**config.mk**
```make
export PLATFORM = sky130hd
export DESIGN_NAME = mem_access_stage
export DESIGN_NICKNAME = d
export VERILOG_FILES = /design/src/rtl/mem_access_stage.sv
export SDC_FILE = /design/constraint.sdc
export NUM_CORES = 1
export LEC_CHECK = 0
export ABC_AREA = 0
export CAP_MARGIN = 0
export CORE_ASPECT_RATIO = 0.7
export CORE_MARGIN = 4
export CORE_UTILIZATION = 45
export DETAILED_ROUTE_END_ITERATION = 7
export GPL_ROUTABILITY_DRIVEN = 0
export PLACE_DENSITY = 0.78
export RECOVER_POWER = 100
export SYNTH_ARGS = -nofsm -noshare
export SYNTH_HDL_FRONTEND = slang
export SYNTH_SLANG_ARGS = --single-unit
```
**constraint.sdc**
```tcl
create_clock -name clk -period 4.26 [get_ports clk]
set_input_delay 1.065 -clock clk [delete_from_list [all_inputs] [get_ports clk]]
set_output_delay 1.065 -clock clk [all_outputs]
set_load 0.005 [all_outputs]
```
**src/rtl/mem_access_stage.sv**
```systemverilog
// mem_access_stage
// MEM stage of the 5-stage core. Takes the EX/MEM register contents, performs
// sized loads/stores against a variable-latency data memory over a req/ack
// handshake, aligns/extends load data, and registers results into MEM/WB.
//
// Handshake: a request is open while dm_req=1. The memory completes it by
// raising dm_ack for one cycle, with dm_rdata valid in that same cycle. All
// dm_* request outputs stay stable from the accepting edge until the edge that
// sees dm_ack (or the timeout), after which dm_req drops. Upstream is held via
// stall for as long as a request is open.
//
// Ports:
//   clk, reset_n        clock, asynchronous active-low reset
//   in_*                EX/MEM register outputs (sampled only when stall=0)
//   stall               upstream must hold EX/MEM contents
//   dm_req/we/addr/be/wdata, dm_ack/rdata   data memory interface
//   wb_valid/regwr/rd/data/exc              MEM/WB register outputs
module mem_access_stage #(
  parameter int TIMEOUT = 255
) (
  input  logic        clk,
  input  logic        reset_n,
  input  logic        in_valid,
  input  logic        in_memwr,
  input  logic        in_memtoreg,
  input  logic        in_regwr,
  input  logic        in_ldext,
  input  logic [1:0]  in_dsize,
  input  logic [31:0] in_aluout,
  input  logic [31:0] in_stdata,
  input  logic [4:0]  in_rd,
  output logic        stall,
  output logic        dm_req,
  output logic        dm_we,
  output logic [31:0] dm_addr,
  output logic [3:0]  dm_be,
  output logic [31:0] dm_wdata,
  input  logic        dm_ack,
  input  logic [31:0] dm_rdata,
  output logic        wb_valid,
  output logic        wb_regwr,
  output logic [4:0]  wb_rd,
  output logic [31:0] wb_data,
  output logic        wb_exc
);

  typedef enum logic {IDLE, ACCESS} state_t;

  state_t      state, state_next;
  logic [7:0]  cnt;

  // Operation fields captured on the accepting edge, used at completion.
  logic        op_load;
  logic        op_regwr;
  logic        op_ldext;
  logic [1:0]  op_dsize;
  logic [4:0]  op_rd;
  logic [31:0] op_addr;

  logic        is_mem, legal, start_access, timeout_hit;
  logic [3:0]  be_next;
  logic [31:0] wdata_next;
  logic [31:0] lane_shift;
  logic [31:0] load_data;

  assign stall = (state == ACCESS);

  always_comb begin
    is_mem = in_memwr | in_memtoreg;
    legal  = 1'b0;
    case (in_dsize)
      2'b00:   legal = 1'b1;
      2'b01:   legal = ~in_aluout[0];
      2'b11:   legal = (in_aluout[1:0] == 2'b00);
      default: legal = 1'b0;
    endcase
    start_access = (state == IDLE) & in_valid & is_mem & legal;
    // Ack has priority: timeout only counts when no ack is present this cycle.
    timeout_hit  = (state == ACCESS) & ~dm_ack & (cnt == 8'(TIMEOUT - 1));
  end

  always_comb begin
    be_next    = 4'b1111;
    wdata_next = in_stdata;
    case (in_dsize)
      2'b00: begin
        be_next    = 4'b0001 << in_aluout[1:0];
        wdata_next = {4{in_stdata[7:0]}};
      end
      2'b01: begin
        be_next    = in_aluout[1] ? 4'b1100 : 4'b0011;
        wdata_next = {2{in_stdata[15:0]}};
      end
      default: begin
        be_next    = 4'b1111;
        wdata_next = in_stdata;
      end
    endcase
  end

  // Lane extraction uses the captured address/size since EX/MEM may have
  // moved on by the time the ack arrives in a generic pipeline.
  always_comb begin
    lane_shift = dm_rdata >> {op_addr[1:0], 3'b000};
    load_data  = dm_rdata;
    case (op_dsize)
      2'b00:   load_data = {{24{op_ldext & lane_shift[7]}}, lane_shift[7:0]};
      2'b01: begin
        if (op_addr[1])
          load_data = {{16{op_ldext & dm_rdata[31]}}, dm_rdata[31:16]};
        else
          load_data = {{16{op_ldext & dm_rdata[15]}}, dm_rdata[15:0]};
      end
      default: load_data = dm_rdata;
    endcase
  end

  always_comb begin
    state_next = state;
    case (state)
      IDLE:    if (start_access) state_next = ACCESS;
      ACCESS:  if (dm_ack || timeout_hit) state_next = IDLE;
      default: state_next = IDLE;
    endcase
  end

  always_ff @(posedge clk or negedge reset_n) begin
    if (!reset_n) state <= IDLE;
    else          state <= state_next;
  end

  // Request side and captured operation.
  always_ff @(posedge clk or negedge reset_n) begin
    if (!reset_n) begin
      dm_req   <= 1'b0;
      dm_we    <= 1'b0;
      dm_addr  <= '0;
      dm_be    <= '0;
      dm_wdata <= '0;
      cnt      <= '0;
      op_load  <= 1'b0;
      op_regwr <= 1'b0;
      op_ldext <= 1'b0;
      op_dsize <= '0;
      op_rd    <= '0;
      op_addr  <= '0;
    end else if (start_access) begin
      dm_req   <= 1'b1;
      dm_we    <= in_memwr;
      dm_addr  <= {in_aluout[31:2], 2'b00};
      dm_be    <= be_next;
      dm_wdata <= wdata_next;
      cnt      <= '0;
      op_load  <= in_memtoreg & ~in_memwr;
      op_regwr <= in_regwr;
      op_ldext <= in_ldext;
      op_dsize <= in_dsize;
      op_rd    <= in_rd;
      op_addr  <= in_aluout;
    end else if (state == ACCESS) begin
      if (dm_ack || timeout_hit) begin
        dm_req <= 1'b0;
        dm_we  <= 1'b0;
      end else begin
        cnt <= cnt + 8'd1;
      end
    end
  end

  // MEM/WB register.
  always_ff @(posedge clk or negedge reset_n) begin
    if (!reset_n) begin
      wb_valid <= 1'b0;
      wb_regwr <= 1'b0;
      wb_rd    <= '0;
      wb_data  <= '0;
      wb_exc   <= 1'b0;
    end else if (state == IDLE) begin
      if (!in_valid || (is_mem && legal)) begin
        // Bubble, or the first cycle of a real memory access.
        wb_valid <= 1'b0;
        wb_regwr <= 1'b0;
      end else begin
        // Non-memory op, or an illegal memory op completing as an exception.
        wb_valid <= 1'b1;
        wb_regwr <= is_mem ? 1'b0 : in_regwr;
        wb_rd    <= in_rd;
        wb_data  <= in_aluout;
        wb_exc   <= is_mem;
      end
    end else begin
      if (dm_ack) begin
        wb_valid <= 1'b1;
        wb_regwr <= op_regwr;
        wb_rd    <= op_rd;
        wb_data  <= op_load ? load_data : op_addr;
        wb_exc   <= 1'b0;
      end else if (timeout_hit) begin
        wb_valid <= 1'b1;
        wb_regwr <= 1'b0;
        wb_rd    <= op_rd;
        wb_data  <= op_addr;
        wb_exc   <= 1'b1;
      end else begin
        wb_valid <= 1'b0;
        wb_regwr <= 1'b0;
      end
    end
  end

endmodule

```
==> run summary, run 1 <==
Die Width - 155.5 um
Share of flip-flops with an asynchronous set or reset - 1.000
Tot GR Track Use - 0.2452
Worst hold slack - 0.4712 ns
DP Wirelength - 15320 um
Cells resized by post-CTS repair - 0
Number of max-slew violations in the final report - 0
Crit path capture type - flop
Setup clock skew after layout - 0.01392 ns
Final wirelength - 21270 um
TritonCTS buffer count - 17
Maximum buffer depth of the clock tree - 2
Overall power after layout - 4.702 mW
Hold crit path type - flop to flop
Final TNS setup - 0 ns
Number of nets still failing antenna checks after routing - 0
Average size of a mapped cell - 8.836 sq um
Required time at the endpoint of the critical path - 4.55 ns
DIE AREA - 17310 sq um
Power per cell area - 492.8 nW/um^2
Most used standard cells in the synthesized netlist - sky130_fd_sc_hd__nand2_1, sky130_fd_sc_hd__dfrtp_1, sky130_fd_sc_hd__o21ai_0, sky130_fd_sc_hd__mux2i_1, sky130_fd_sc_hd__nor2_1
Via count - 6279
Placement Rows - 37
Clock latency reported for the late side of the worst-skew pair - 0.42 ns
Starting density of the core - 0.4628
Leftover overflow at the end of global routing - 0
Hold_sp - op_rd[3]
Leakage dissipation - 4.359 nW
CTS Root Buffer Type - sky130_fd_sc_hd__clkbuf_16
Worst setup path startpoint - in_dsize[0]
Actual transition at the worst max-transition pin - 1.197 ns
Htree depth - 4
Arr. time, crit path - 3.89 ns
Max_slew headroom - 0.1974
Yosys top cell by area - sky130_fd_sc_hd__dfrtp_1
Largest vdd supply drop - 299.3 uV
First-pass DRT Iterations - 5
Crit path time final - 3.598 ns
Yosys Warn Count - 0
Wire length per cell - 18.46 um
Core Area - 14810 sq um
Drt initial violations - 450
Number of buffers inserted by port buffering - 219
Number of synthesized flops with an enable pin - 0
Number of nets in the final layout - 1057
Hold buffer count at cts - 0
Synth-to-Final Area Change - 39.14%
Setup WS pre-CTS - 0.6282 ns
Number of distinct library cells after synthesis - 54
Fraction of layout cells with a size suffix above 1 - 0.05439
Category of the worst setup path launch point - input pin
Worst setup path class - input pin to flop
Setup slack of the critical path after layout - 0.6623 ns
Leading register cell type out of synthesis - sky130_fd_sc_hd__dfrtp_1
Number of max-capacitance violations reported - 0
Initial antenna violation count - 1
Clk sink count - 129
Cell with the most instances after synthesis - sky130_fd_sc_hd__nand2_1
Number of post-CTS setup repair buffers - 0
Pin count of the biggest net entering global routing - 111
Number of hold violations in the final report - 0
Count of boundary I/O pins - 222
Die Y-Extent - 111.3 um
Setup repair after global routing missed its margin - false
Mean number of vias per cell - 5.451
Wire length of the first global-routing pass - 33800 um
Number of register bits inferred by synthesis - 129
Fmax achieved - 278.0 MHz
Sequential fraction of the synthesis area - 0.4708
TritonCTS clock tree - done
Post-route DRC - 0
Clock slew at the register clock pins of the worst setup and hold paths - 0.06 ns
Cells after Synth - 776
Worst reg2reg path startpoint - stall
Count of endpoints failing setup in the final report - 0
Largest fanout of any net on the critical path - 21
Part of the cycle the worst path needs - 0.8445
Area of the mapped netlist - 6857 sq um
Leading cell types by total area after synthesis - sky130_fd_sc_hd__dfrtp_1, sky130_fd_sc_hd__nand2_1, sky130_fd_sc_hd__mux2i_1, sky130_fd_sc_hd__o21ai_0, sky130_fd_sc_hd__buf_4
Vias in the first global route - 6256
Status - completed
Area share of the leading cell type in the synthesized netlist - 0.4708
## power by group
group	internal (mW)	switching, mW	total (mW)
sequential	1.54	0.270	1.81
combinational	0.767	0.645	1.41
clock	0.935	0.546	1.48
total	3.24	1.46	4.70
## logic make-up (layout without fill, tap and decap cells)
kind of cell,count (synthesis),count (layout),share of synthesized area
XOR/XNOR,5,5,0.006387
multiplexers,50,50,0.07390
flip-flops,129,129,0.4708
AND/OR/NAND/NOR,309,309,0.1923
buffers and inverters,95,274,0.07627
other,1,3,0.0005469
AO/OA/AOI/OAI,185,185,0.1761
adder cells (fa/ha/maj),2,2,0.003649
## flip-flops by register name, summed over array words and instances (netlist names), 2 cells and up
signal and cells:
dm_wdata 32, dm_be 4, wb_rd 5, op_rd 5
cnt 8, op_dsize 2, op_addr 32, wb_data 32
## critical path, cell delays in order
cell                            delay (ns)
sky130_fd_sc_hd__dlygate4sd3_1        0.79
sky130_fd_sc_hd__nand2b_1             0.13
sky130_fd_sc_hd__a221o_1              0.40
sky130_fd_sc_hd__a21boi_2             0.91
sky130_fd_sc_hd__inv_2                0.24
sky130_fd_sc_hd__mux2_2               0.35
## placed cells by master, fill, tap and decap left out, types with 15 or more instances in the layout
master	Yosys	routed
sky130_fd_sc_hd__dlygate4sd3_1	0	111
sky130_fd_sc_hd__a21oi_1	18	18
sky130_fd_sc_hd__clkdlybuf4s50_1	0	107
sky130_fd_sc_hd__clkbuf_16	0	17
sky130_fd_sc_hd__mux2i_1	45	45
sky130_fd_sc_hd__nand2_1	205	205
sky130_fd_sc_hd__dfrtp_1	129	129
sky130_fd_sc_hd__a311oi_1	15	15
sky130_fd_sc_hd__a21o_1	17	17
sky130_fd_sc_hd__nor2_1	37	36
sky130_fd_sc_hd__o21ai_0	68	68
sky130_fd_sc_hd__nand2b_1	19	19
## stage by stage
step	utilization	cell area (sq um)	cells
finish	0.6440	9540	1152
global route	0.6440	9540	1152
CTS	0.6458	9567	1151
detailed placement	0.6052	8966	1120
global placement	0.6052	8966	1120
floorplan	-	6860	777
## area by class of cell
cell class / count / area, sq um
repair buffers: 233 / 2312
inverters: 10 / 37.54
fillers: 1226 / 5274
well taps: 195 / 244.0
clock inverters: 8 / 102.6
flip-flops and latches: 129 / 3228
clock buffers: 23 / 498.0
multi-input cells: 553 / 3115
diodes: 1 / 2.502
## final timing paths
kind                           endpoint  slack, ns  cells after the start
setup / recovery             wb_data[4]       0.66                      6
hold / removal                 op_rd[3]       0.47                      2
setup reg to reg           dm_wdata[20]       1.25                      4
hold reg to reg                op_rd[3]       0.47                      2
max in group asynchronous   op_addr[16]       1.83                      2
min in group asynchronous    op_addr[2]       0.80                      1
## routing by layer
metal	GRT usage	routed length [um]
met5	0	0
met3	0.08037	2029
met1	0.3453	9465
met4	0.04082	142
met2	0.3764	9632
No activity file was read; power rests on OpenSTA's default activity.
==> run 2: changes to the inputs <==
--- a/config.mk
+++ b/config.mk
@@ -9,10 +9,10 @@
 export CAP_MARGIN = 0
 export CORE_ASPECT_RATIO = 0.7
 export CORE_MARGIN = 4
-export CORE_UTILIZATION = 45
+export CORE_UTILIZATION = 42
 export DETAILED_ROUTE_END_ITERATION = 7
 export GPL_ROUTABILITY_DRIVEN = 0
-export PLACE_DENSITY = 0.78
+export PLACE_DENSITY = 0.77
 export RECOVER_POWER = 100
 export SYNTH_ARGS = -nofsm -noshare
 export SYNTH_HDL_FRONTEND = slang
==> constraint.sdc (replaced) <==
create_clock -name clk -period 2.92 [get_ports clk]
set_input_delay 0.73 -clock clk [delete_from_list [all_inputs] [get_ports clk]]
set_output_delay 0.73 -clock clk [all_outputs]
set_load 0.005 [all_outputs]
==> run 2 against run 1 <==
Compared with the run above:
- the run now ends with max-capacitance violations, max-slew violations left
- count of clock-buffer cells in the layout decreased by 5
- non-clock buffer count increased by 12
- total power increased by 52%
- cell area increased by 2.1%
- worst setup slack got worse by 0.35 ns
- final cell count increased by 3.3%
- combinational power increased by 50%
- die area increased by 6.7%
- largest cell class unchanged
- largest power group unchanged
==> run summary, run 2 (synthesized netlist as in run 1, its figures left out) <==
Part of the power in combinational logic - 0.297 (-0.003)
Endpoint of the worst register-to-register path - wb_data[24]
Fmax achieved - 384.2 MHz
Synth-to-Final Area Change - 42.10%
Highest-count cells in the layout ignoring fill and taps - sky130_fd_sc_hd__nand2_1, sky130_fd_sc_hd__dfrtp_1, sky130_fd_sc_hd__dlygate4sd3_1, sky130_fd_sc_hd__clkdlybuf4s50_1, sky130_fd_sc_hd__o21ai_0
Crit path capture type - flop
Post-route cell area - 9743 sq um (+2.1%)
Depth of the worst register-to-register path - 5 (+1)
Net switching fraction of the power - 0.3106 (about the same)
Clock slew at the register clock pins of the worst setup and hold paths - 0.06 ns (about the same)
Wire length of the first global-routing pass - 34140 um (+1.0%)
Number of instances on the worst hold path - 1 (-1)
Via count - 6352 (+1.2%)
Number of nets still failing antenna checks after routing - 0 (unchanged)
Core Area - 15740 sq um (+6.2%)
Cells resized by post-CTS repair - 0 (unchanged)
Clock latency reported for the late side of the worst-skew pair - 0.42 ns (about the same)
Internal power - 4.933 mW (+52%)
Violated checks - max-capacitance violations, max-slew violations
Number of hold violations in the final report - 0 (unchanged)
First-pass DRT Iterations - 5 (unchanged)
CTS Root Buffer Type - sky130_fd_sc_hd__clkbuf_16
Arr. time, crit path - 2.91 ns (-0.98 ns)
DIE AREA - 18470 sq um (+6.7%)
Category of the worst setup path launch point - input pin
Htree depth - 4 (unchanged)
Largest fanout of any net on the critical path - 52 (+150%)
Count of endpoints failing setup in the final report - 0 (unchanged)
Setup repair after global routing missed its margin - false
Reg power frac - 0.364 (-0.021)
Clk sink count - 129 (unchanged)
Leftover overflow at the end of global routing - 0 (unchanged)
Crit path time final - 2.603 ns
Final wirelength - 21990 um (+3.4%)
Number of post-CTS setup repair buffers - 0 (unchanged)
Hold buffer count at cts - 0 (unchanged)
Max_slew headroom - -0.03921 (-0.2366)
Part of the cycle the worst path needs - 0.8914
Proportion of power drawn by the clock network - 0.340 (+0.025)
Worst reg2reg path startpoint - op_dsize[1]
Maximum buffer depth of the clock tree - 2 (unchanged)
Number of nets in the final layout - 1069 (+1.1%)
Number of max-slew violations in the final report - 59 (+59)
DP Wirelength - 16140 um (+5.4%)
Registers with the highest flip-flop counts - dm_wdata (32), op_addr (32), wb_data (32)
Placed cell area - 9138 sq um (+1.9%)
Hold_sp - wb_data[20]
Initial antenna violation count - 2 (+1)
Status - finished with violations
Starting density of the core - 0.4357 (-0.02716)
Mean number of vias per cell - 5.338 (-2.1%)
Leakage dissipation - 4.482 nW (+2.8%)
Worst-case register-to-register setup slack - 0.66 ns (-0.59 ns)
Count of boundary I/O pins - 222 (unchanged)
Largest vdd supply drop - 373.5 uV (+25%)
Vias in the first global route - 6213 (-0.69%)
Tot GR Track Use - 0.2344 (-0.01078)
Endpoint, Worst Hold - wb_data[20]
Required time at the endpoint of the critical path - 3.23 ns (-1.32 ns)
Setup clock skew after layout - 0.01025 ns (-0.003669 ns)
Actual transition at the worst max-transition pin - 1.559 ns (+0.3620 ns)
Post-route DRC - 0 (unchanged)
Overall power after layout - 7.155 mW (+52%)
Total net switching power - 2.222 mW (+52%)
Number of max-capacitance violations reported - 1 (+1)
Die Y-Extent - 114.9 um (+3.3%)
Wire length per cell - 18.48 um (about the same)
Pin count of the biggest net entering global routing - 60 (-46%)
TritonCTS clock tree - done
Leading cell type in the layout, fill and taps excluded - sky130_fd_sc_hd__nand2_1
TritonCTS buffer count - 17 (unchanged)
Hold crit path type - flop to flop
Drt initial violations - 597 (+33%)
Placement Rows - 38 (+2.7%)
Fraction of layout cells with a size suffix above 1 - 0.06605 (+0.01165)
Number of buffers inserted by port buffering - 219 (unchanged)
Final TNS setup - 0 ns (unchanged)
Worst setup path class - input pin to flop
Power per cell area - 734.3 nW/um^2 (+49%)
Die Width - 160.7 um (+3.3%)
-- run 2: changes by cell type in the layout (fill, tap and decap cells not counted), moves of 2 or more --
cell                         before  now
sky130_fd_sc_hd__clkbuf_8         5    1
sky130_fd_sc_hd__buf_12           2    4
sky130_fd_sc_hd__buf_4            9   14
sky130_fd_sc_hd__bufinv_16        2    5
sky130_fd_sc_hd__clkbuf_2         0    4
sky130_fd_sc_hd__clkinvlp_4       5    1
sky130_fd_sc_hd__clkinv_4         0    5
sky130_fd_sc_hd__inv_6            0    3
-- run 2: critical path, stage by stage --
cell and delay [ns]:
sky130_fd_sc_hd__dlygate4sd3_1 0.62, sky130_fd_sc_hd__nand2b_1 0.10, sky130_fd_sc_hd__a221o_1 0.40, sky130_fd_sc_hd__a21boi_4 0.20, sky130_fd_sc_hd__clkbuf_4 0.50, sky130_fd_sc_hd__a2111oi_0 0.14, sky130_fd_sc_hd__a21o_1 0.18
-- run 2: power by group through the flow --
| stage | Combinational [mW] | Sequential, mW | Clock [mW] |
|---|---|---|---|
| floorplan | 1.12 | 2.54 | 0 |
| global placement | 2.25 | 2.63 | 0 |
| detailed placement | 2.29 | 2.64 | 0 |
| CTS | 2.31 | 2.62 | 2.46 |
| global route | 2.33 | 2.67 | 2.53 |
| finish | 2.12 | 2.60 | 2.43 |
-- run 2: area by class of cell --
class,count,area (sq um)
fill,1354,5995
sequential,129,3228
multi-input combinational,553,3123
timing repair buffer,245,2410
clock buffer,18,439.2
tap,220,275.3
clock inverter,14,227.7
inverter,10,37.54
antenna,1,2.502
-- run 2: how the worst max path moves through the flow --
stage / startpoint / endpoint / slack (ns)
global placement: dm_rdata[23] / wb_data[20] / 0.23
floorplan: in_dsize[0] / wb_data[21] / 0.85
detailed placement: dm_rdata[31] / wb_data[24] / 0.10
CTS: dm_rdata[31] / wb_data[24] / 0.54
finish: in_dsize[0] / wb_data[7] / 0.32
global route: in_dsize[0] / cnt[1] / 0.18
-- run 2: metal layers --
| metal | wire length (um) | vias to the layer above | GRT usage |
|---|---|---|---|
| met2 | 9724 | 259 | 0.3506 |
| met1 | 9921 | 3059 | 0.3294 |
| met4 | 344 | 2 | 0.06477 |
| li1 | - | 3006 | - |
| met3 | 1981 | 26 | 0.07739 |
| met5 | 19 | - | 0 |
-- run 2: metrics by stage --
stage          setup WS [ns]  instances  utilization  hold slack [ns]
2_1_floorplan         0.8512        777            -           0.4344
3_3_place_gp          0.2263       1157       0.5806           0.4567
3_5_place_dp          0.1020       1157       0.5806           0.4619
4_1_cts               0.5439       1189       0.6230           0.3095
5_1_grt               0.1815       1190       0.6191           0.4913
6_report              0.3171       1190       0.6191           0.4741
